[config.mk]
export PLATFORM = sky130hd
export DESIGN_NAME = display_scan
export DESIGN_NICKNAME = d
export VERILOG_FILES = /design/src/rtl/display_pkg.sv /design/src/rtl/seg7_decode.sv /design/src/rtl/display_scan.sv
export SDC_FILE = /design/constraint.sdc
export NUM_CORES = 1
export LEC_CHECK = 0
export CAP_MARGIN = 15
export CORE_MARGIN = 2
export CORE_UTILIZATION = 40
export DETAILED_ROUTE_END_ITERATION = 7
export PLACE_DENSITY = 0.77
export SETUP_SLACK_MARGIN = 0.05
export SLEW_MARGIN = 20
export SYNTH_ARGS = -nofsm -noshare
export SYNTH_HDL_FRONTEND = slang
export SYNTH_SLANG_ARGS = --single-unit
[constraint.sdc]
create_clock -name clk -period 1.9 [get_ports clk]
set_input_delay 0.475 -clock clk [delete_from_list [all_inputs] [get_ports clk]]
set_output_delay 0.475 -clock clk [all_outputs]
set_load 0.005 [all_outputs]
[src/rtl/display_pkg.sv]
// Shared types and segment constants for the multiplexed seven-segment scanner.
// Segment order is {a,b,c,d,e,f,g}, active-low.
package display_pkg;

  typedef logic [6:0] seg7_t;

  localparam seg7_t SEG_BLANK = 7'b1111111;
  localparam seg7_t SEG_DIG_0 = 7'b0000001;
  localparam seg7_t SEG_DIG_1 = 7'b1001111;
  localparam seg7_t SEG_DIG_2 = 7'b0010010;
  localparam seg7_t SEG_DIG_3 = 7'b0000110;
  localparam seg7_t SEG_DIG_4 = 7'b1001100;
  localparam seg7_t SEG_DIG_5 = 7'b0100100;
  localparam seg7_t SEG_DIG_6 = 7'b0100000;
  localparam seg7_t SEG_DIG_7 = 7'b0001111;
  localparam seg7_t SEG_DIG_8 = 7'b0000000;
  localparam seg7_t SEG_DIG_9 = 7'b0000100;
  localparam seg7_t SEG_DIG_A = 7'b0001000;
  localparam seg7_t SEG_DIG_B = 7'b1100000;
  localparam seg7_t SEG_DIG_C = 7'b0110001;
  localparam seg7_t SEG_DIG_D = 7'b1000010;
  localparam seg7_t SEG_DIG_E = 7'b0110000;
  localparam seg7_t SEG_DIG_F = 7'b0111000;

  // Anode dead time inserted after every digit change.
  localparam int unsigned DEAD_CYCLES = 1;

endpackage

[src/rtl/seg7_decode.sv]
// Combinational 4-bit value to active-low seven-segment pattern.
// Define DISP_HEX_EN to show A-F for values 10-15; otherwise they stay blank.
module seg7_decode
  import display_pkg::*;
(
  input  logic [3:0] value_i,
  output seg7_t      seg_o
);

  // Value lookup; anything without a glyph falls through to blank.
  always_comb begin
    seg_o = SEG_BLANK;
    case (value_i)
      4'd0:    seg_o = SEG_DIG_0;
      4'd1:    seg_o = SEG_DIG_1;
      4'd2:    seg_o = SEG_DIG_2;
      4'd3:    seg_o = SEG_DIG_3;
      4'd4:    seg_o = SEG_DIG_4;
      4'd5:    seg_o = SEG_DIG_5;
      4'd6:    seg_o = SEG_DIG_6;
      4'd7:    seg_o = SEG_DIG_7;
      4'd8:    seg_o = SEG_DIG_8;
      4'd9:    seg_o = SEG_DIG_9;
`ifdef DISP_HEX_EN
      4'd10:   seg_o = SEG_DIG_A;
      4'd11:   seg_o = SEG_DIG_B;
      4'd12:   seg_o = SEG_DIG_C;
      4'd13:   seg_o = SEG_DIG_D;
      4'd14:   seg_o = SEG_DIG_E;
      4'd15:   seg_o = SEG_DIG_F;
`endif
      default: seg_o = SEG_BLANK;
    endcase
  end

endmodule

[src/rtl/display_scan.sv]
// Time-multiplexed common-anode seven-segment scanner with shadowed data,
// leading-zero suppression, blank mask and decimal points. Hex glyphs: DISP_HEX_EN.
module display_scan
  import display_pkg::*;
#(
  parameter int N_DIGITS = 4,
  parameter int SCAN_DIV = 50000
) (
  input  logic                  clk,
  input  logic                  rst_n,
  input  logic [4*N_DIGITS-1:0] digits_in,
  input  logic [N_DIGITS-1:0]   dp_in,
  input  logic [N_DIGITS-1:0]   blank_in,
  input  logic                  lz_en,
  input  logic                  load,
  output logic [6:0]            seg_out,
  output logic                  dp_out,
  output logic [N_DIGITS-1:0]   an_out
);

  localparam int PW = (SCAN_DIV > 1) ? $clog2(SCAN_DIV) : 1;
  localparam int IW = (N_DIGITS > 1) ? $clog2(N_DIGITS) : 1;
  localparam bit HAS_DEAD = (N_DIGITS > 1) && (DEAD_CYCLES > 0);

  logic [PW-1:0]           presc_q, presc_d;
  logic [IW-1:0]           idx_q, idx_d;
  logic [4*N_DIGITS-1:0]   digits_q, digits_d;
  logic [N_DIGITS-1:0]     dp_q, dp_d;
  logic [N_DIGITS-1:0]     blank_q, blank_d;
  seg7_t                   seg_q, seg_d;
  logic                    dpo_q, dpo_d;
  logic [N_DIGITS-1:0]     an_q, an_d;

  logic                    tick_s;
  logic                    dead_s;
  logic                    dark_s;
  logic [N_DIGITS-1:0]     lz_mask_s;
  logic [3:0]              sel_nib_s;
  seg7_t                   dec_seg_s;

  assign tick_s    = (presc_q == PW'(SCAN_DIV - 1));
  assign dead_s    = tick_s & HAS_DEAD;
  assign sel_nib_s = digits_q[4*int'(idx_q) +: 4];

  seg7_decode u_dec (
    .value_i (sel_nib_s),
    .seg_o   (dec_seg_s)
  );

  // Prescaler, digit index and shadow register next state.
  always_comb begin
    presc_d  = presc_q + PW'(1);
    idx_d    = idx_q;
    digits_d = digits_q;
    dp_d     = dp_q;
    blank_d  = blank_q;
    if (tick_s) begin
      presc_d = {PW{1'b0}};
      if (idx_q == IW'(N_DIGITS - 1)) begin
        idx_d = {IW{1'b0}};
      end else begin
        idx_d = idx_q + IW'(1);
      end
    end else begin
      idx_d = idx_q;
    end
    if (load) begin
      digits_d = digits_in;
      dp_d     = dp_in;
      blank_d  = blank_in;
    end else begin
      digits_d = digits_q;
    end
  end

  // A digit is a leading zero when it and everything above it are zero; digit 0 never is.
  always_comb begin
    logic zero_run;
    zero_run  = 1'b1;
    lz_mask_s = {N_DIGITS{1'b0}};
    for (int i = N_DIGITS - 1; i >= 0; i--) begin
      zero_run     = zero_run & (digits_q[4*i +: 4] == 4'h0);
      lz_mask_s[i] = zero_run & (i != 0);
    end
  end

  assign dark_s = blank_q[idx_q] | (lz_en & lz_mask_s[idx_q]);

  // Output register next state; the tick cycle becomes the anti-ghost gap.
  always_comb begin
    seg_d = SEG_BLANK;
    dpo_d = 1'b1;
    an_d  = {N_DIGITS{1'b1}};
    if (!dead_s) begin
      for (int i = 0; i < N_DIGITS; i++) begin
        an_d[i] = (i != int'(idx_q));
      end
      if (!dark_s) begin
        seg_d = dec_seg_s;
        dpo_d = ~dp_q[idx_q];
      end else begin
        seg_d = SEG_BLANK;
        dpo_d = 1'b1;
      end
    end else begin
      an_d = {N_DIGITS{1'b1}};
    end
  end

  // State and output registers.
  always_ff @(posedge clk or negedge rst_n) begin
    if (!rst_n) begin
      presc_q  <= {PW{1'b0}};
      idx_q    <= {IW{1'b0}};
      digits_q <= {(4*N_DIGITS){1'b0}};
      dp_q     <= {N_DIGITS{1'b0}};
      blank_q  <= {N_DIGITS{1'b1}};
      seg_q    <= SEG_BLANK;
      dpo_q    <= 1'b1;
      an_q     <= {N_DIGITS{1'b1}};
    end else begin
      presc_q  <= presc_d;
      idx_q    <= idx_d;
      digits_q <= digits_d;
      dp_q     <= dp_d;
      blank_q  <= blank_d;
      seg_q    <= seg_d;
      dpo_q    <= dpo_d;
      an_q     <= an_d;
    end
  end

  assign seg_out = seg_q;
  assign dp_out  = dpo_q;
  assign an_out  = an_q;

endmodule

==> results.md, run 1 <==
* Hold Crit Class: input port to asynchronous set/reset pin
* Top-area cell type share of the netlist area at 37.3%
* Nets at approximately 300
* Actual slew at the worst max-slew pin at 0.493 ns
* Period utilization at 94.9%
* Initial antenna violation count at 0
* Seq/Total Area, Yosys at around 54%
* GP Congestion at 0.803
* Initial Utilization at 40.9%
* Worst rel slew slack at 66.7%
* Max Fclk at 555 MHz
* Post-Place Worst Slack at -0.00298 ns
* Yosys top cell by area: dfrtp_1
* Routed len/inst at 14.8 microns
* Synthesized area per cell at 12.5 sq um
* Vias at around 1800
* Area growth, synth to finish at 30.8%
* PortBufs at 39
* Status: finished, final reports clean
* Most frequent cell after synthesis: dfrtp_1
* Critical Path Sink Type: flip-flop
* Distinct cells, synth at 37
* Synth Cell Area at 2550 sq um
* RSZ-0062 raised after global routing: yes
* DP Cell Count at ~330
* Synth Net Count at 243
* Setup CP Type: flip-flop to flip-flop
* Crit path time final at between 1.5 and 2 ns
* Final Slew Violations at 0
* Final WL at 5040 microns
* GRT Overall Usage at around 15%
* First-pass GRT wire length at 8600 microns
* Seq cells post-synth at 54
* Row cnt at 29
* Max-Cap Viols at 0
* CP Launch Type: flip-flop
* I/O pin count at 40
* PwrDens at 722 nW/um^2
* WP data arrival at 2.03 ns
* Die area at 7030 sq um
* Syn. warnings at 0
* Ant. Diodes at 0
* Finish-stage setup viols at 0
* Asr flop ratio synth at 100%
* Peak VDD IR at 489 uV
* First-pass DRT Iterations at 4
* Layout cells sized above 1 at 32.2%
* Ys flop type: dfrtp_1
* Sink Count at 54
* Max Root-Sink Buffers at 2
* Final hold vios at 0
* Starting DRT DRC Count at roughly 130
* Clock transition at path regs at 0.10 ns
* Number of synthesized flops with an enable pin at 0
* Critical path peak fanout at 5
* Hold Worst Slack at approximately 0.12 ns
* Layout Skew at around 0.0074 ns
* Post-synth top cells: 38 x dfrtp_1, 25 x mux2_2, 16 x dfstp_2
* Vias in the first global route at approximately 1800
* DRC at 0
* CP Data Required Time at approximately 2.1 ns
* Vias/cell at 5.24
* Placed cell areas at 3140 sq um
* Final setup margin at between 0.09 and 0.1 ns
* Die H at 83.8 microns
* GRT Residual Overflow at 0
* Final Non-Filler Cells at around 340
* Pin count of the biggest net entering global routing at 35
* CTS root buf: clkbuf_8
* Post-synthesis instance total at 204
* Die width at 83.8 microns
* H-Tree Depth at 2
* Pleak at 1.39 nW
* CORE AREA at 6240 sq um
* CTS tree: done
* Number of CTS-inserted buffers at 5
* Post-DP HPWL at 3700 microns
* Worst skew pair latency at 0.30 ns
* Cells taking the most area after synthesis: dfrtp_1 37%, dfstp_2 16%, mux2_2 11%
* Antenna Nets Post-Route at 0
* Post-route cell area at between 3000 and 4000 sq um
==> what timing repair did <==
item | 4_1_cts | 5_1_grt
setup buffers | 1 | 4
hold buffers | 0 | 0
resized for setup | 1 | 6
setup endpoints to repair | 1 | 9
gates cloned | 0 | 1
==> state kept, by name, indices dropped and copies added (netlist names) <==
name	flops
digits_q	16
presc_q	16
seg_out	7
an_out	4
blank_q	4
dp_q	4
idx_q	2
dp_out	1
==> layer usage <==
layer / part of all wire [%] / routed length (microns) / GRT usage [%]
met2: 47 / 2390 / 23.7
met1: 46 / 2330 / 21.2
met4: 1.8 / 93 / 6.16
met5: 0 / 0 / 0
met3: 4.5 / 229 / 2.67
==> critical path: stages, from the launching register on <==
cell and delay [ns]:
dfrtp_2 0.43, mux4_2 0.54, inv_2 0.10, ha_4 0.14, inv_1 0.03, mux2_2 0.27
o22ai_2 0.11, nand3_1 0.10
==> where the power goes <==
part / internal [mW] / switching, mW
Combinational: 0.216 / 0.134
Clock: 0.395 / 0.370
Sequential: 1.24 / 0.0475
==> kinds of logic after synthesis <==
family / after synthesis / share of synthesized area, %
buffers and inverters: 18 / 3.09
DFF: 54 / 53.8
xor gates and xnor gates: 13 / 4.47
adders and majority gates: 11 / 5.40
and+or+nand+nor: 61 / 12.8
muxes: 31 / 16.6
AOI/OAI and AO/OA: 16 / 3.88
==> final timing paths <==
check                                 from         end  slack, ns  depth (start not counted)
worst max-delay path              idx_q[0]  seg_out[2]        0.1                          7
worst min-delay path                 rst_n  presc_q[9]       0.12                          1
worst max register to register    idx_q[0]  seg_out[2]        0.1                          7
min in group clk                presc_q[0]  presc_q[0]       0.50                          1
worst min register to register  presc_q[0]  presc_q[0]       0.50                          1
max in group asynchronous            rst_n   an_out[1]       1.18                          2
==> area by class of cell <==
class | count | area [sq um]
Fill cell | 534 | 2910
Sequential cell | 54 | 1370
Clock buffer | 5 | 68.8
Clock inverter | 3 | 43.8
Inverter | 10 | 37.5
Multi-Input combinational cell | 133 | 1150
Tap cell | 77 | 96.3
Timing Repair Buffer | 59 | 566
==> cell usage in the layout (no fill, tap or decap), types with 2 or more instances in the layout <==
cell	instances
dfstp_2	16
nor2_1	11
nand2_1	12
mux2_2	25
buf_4	18
inv_1	8
nand3_1	14
clkdlybuf4s50_1	36
mux4_2	4
inv_2	2
nand4_1	3
or3_1	2
clkbuf_8	5
nor4bb_1	2
buf_12	2
mux4_1	3
xor2_1	5
a21oi_1	3
nor4_1	4
or4_1	2
xnor2_1	8
nor3_1	3
dfrtp_1	37
o21ai_0	5
dlymetal6s2s_1	2
ha_1	10
==> stage by stage <==
stage / TNS (ns) / util [%] / total power, mW
floorplan: 0 / - / 1.45
global placement: 0 / 50.3 / 1.62
detailed placement: -0.00298 / 50.3 / 1.64
CTS: 0 / 52.3 / 2.41
global route: 0 / 53.4 / 2.52
finish: 0 / 53.4 / 2.41
(Power assumes the default switching activity.)
==> run 2, diff against run 1 <==
--- a/config.mk
+++ b/config.mk
@@ -10,7 +10,7 @@
 export CORE_UTILIZATION = 40
 export DETAILED_ROUTE_END_ITERATION = 7
 export PLACE_DENSITY = 0.77
-export SETUP_SLACK_MARGIN = 0.05
+export SETUP_SLACK_MARGIN = 0.02
 export SLEW_MARGIN = 20
 export SYNTH_ARGS = -nofsm -noshare
 export SYNTH_HDL_FRONTEND = slang
==> run 2 against run 1 <==
Compared with the run above: sequential cell count did not move; worst setup slack got worse by 0.0029 ns; clock-buffer cell count did not move; hold slack got worse by 0.013 ns; via count fell by 3.9%; sequential share of layout area rose by 0.84 points; cell count fell by 0.59%; maximum frequency fell by 0.16%; power fell by 6.4%; critical endpoint unchanged.
==> results.md, run 2 (synthesis results as in run 1) <==
* First-pass DRT Iterations at 4
* Max Root-Sink Buffers at 2
* Pleak at 1.36 nW
* Die H at 83.8 microns
* I/O pin count at 40
* Max-Cap Viols at 0
* Max Fclk at ~550 MHz
* PwrDens at 689 nW/um^2
* Worst skew pair latency at 0.31 ns
* Finished Core Util at about 52%
* Starting DRT DRC Count at 108
* Layout cells sized above 1 at 31.3%
* Hold Worst Slack at 0.105 ns
* Most common cell after layout, fill and taps aside: clkdlybuf4s50_1
* Final hold vios at 0
* Met1 WL at 2210 microns
* Top layer in use: met4
* Actual slew at the worst max-slew pin at 0.565 ns
* Pin count of the biggest net entering global routing at 36
* Status: finished, final reports clean
* Hold Crit Class: input port to asynchronous set/reset pin
* GRT Overall Usage at 14.5%
* Crit-path slowest cell: mux4_2
* Crit path cell chain: mux4_2 > inv_2 > ha_4 > inv_1 > mux2_2 > o22ai_1 > nand3_1
* CP Launch Type: flip-flop
* WP data arrival at between 2 and 2.5 ns
* Area growth, synth to finish at 28.2%
* Die area at 7030 sq um
* Multi-input logic area at 1120 sq um
* Crit path time final at 1.81 ns
* Antenna Nets Post-Route at 0
* CORE AREA at 6240 sq um
* RSZ-0062 raised after global routing: no
* Hold buffer count at CTS at 0
* Vias in the first global route at 1706
* Vias/cell at 5.07
* Commonest cells after routing, fill and taps aside: 38 x clkdlybuf4s50_1, 37 x dfrtp_1, 25 x mux2_2
* Layout Skew at 0.00487 ns
* Total Power at roughly 2.3 mW
* Setup CP Type: flip-flop to flip-flop
* Number of CTS-inserted buffers at 5
* Critical Path Sink Type: flip-flop
* Final WL at between 4000 and 5000 microns
* Critical path peak fanout at 5
* Row cnt at 29
* Routed wl met2 at 2250 microns
* Initial antenna violation count at 0
* H-Tree Depth at 2
* Sink Count at 54
* Final setup margin at 0.0945 ns
* Final Slew Violations at 0
* Worst rel slew slack at 61.8%
* Post-DP HPWL at 3580 microns
* DR WL met3 at 158 microns
* Initial Utilization at 40.9%
* Die width at about 84 microns
* DRC at 0
* Setup_tns at 0 ns
* Nets at 300
* PortBufs at 39
* Clock transition at path regs at 0.10 ns
* CP Data Required Time at 2.13 ns
* Vias at 1718
* Sequential standard cell area at 1370 sq um
* Largest stage delay, worst path at 0.54 ns
* Period utilization at 95.0%
* GRT Residual Overflow at 0
* CTS tree: done
* First-pass GRT wire length at 8250 microns
* Routed len/inst at 13.8 microns
* Ant. Diodes at 0
* Post-Place Worst Slack at 0.0325 ns
* Finish-stage setup viols at 0
* # fillers at between 500 and 600
* Peak VDD IR at about 350 uV
* GP Congestion at between 0.8 and 0.9
* CTS root buf: clkbuf_8
## run 2: worst paths after layout
check,from,end,slack (ns),depth (start not counted)
setup / recovery,idx_q[0],seg_out[2],0.09,7
hold / removal,rst_n,digits_q[6],0.11,1
setup reg to reg,idx_q[0],seg_out[2],0.09,7
hold reg to reg,presc_q[0],presc_q[0],0.50,1
max in group asynchronous,rst_n,blank_q[1],1.19,2
min in group clk,presc_q[0],presc_q[0],0.50,1
## run 2: area by class of cell
cell class	instances	share of cell area [%]
flip-flops and latches	54	42.0
multi-input cells	132	34.2
repair buffers	58	16.9
well taps	77	2.95
clock buffers	5	2.11
inverters	10	1.15
clock inverters	3	0.651
## run 2: power breakdown
| part | leakage, nW | internal (mW) | switching, mW |
|---|---|---|---|
| logic | 0.676 | 0.210 | 0.123 |
| registers | 0.638 | 1.24 | 0.0426 |
| clock network | 0.0441 | 0.260 | 0.374 |
## run 2: repair_timing
| item | in CTS | in global routing |
|---|---|---|
| gates resized for setup | 0 | 2 |
| setup buffers | 0 | 3 |
| setup endpoints to repair | 0 | 7 |
## run 2: worst max-delay path, delay by kind of cell (launching register included)
family | cells | cell delay, ns
and+or+nand+nor | 1 | 0.09
AOI/OAI and AO/OA | 1 | 0.13
adders and majority gates | 1 | 0.13
buffers and inverters | 2 | 0.14
muxes | 2 | 0.79
DFF | 1 | 0.45
## run 2: layer usage
| metal | global-route usage, % | vias up |
|---|---|---|
| met2 | 23.5 | 34 |
| met5 | 0 | - |
| met1 | 19.9 | 841 |
| met4 | 4.84 | 0 |
| met3 | 2.37 | 6 |
| li1 | - | 837 |
## run 2: through the flow
| stage | area [sq um] | cells |
|---|---|---|
| CTS | 3240 | 336 |
| finish | 3270 | 339 |
| detailed placement | 3150 | 328 |
| global placement | 3150 | 328 |
| global route | 3270 | 339 |
| floorplan | 2560 | 204 |
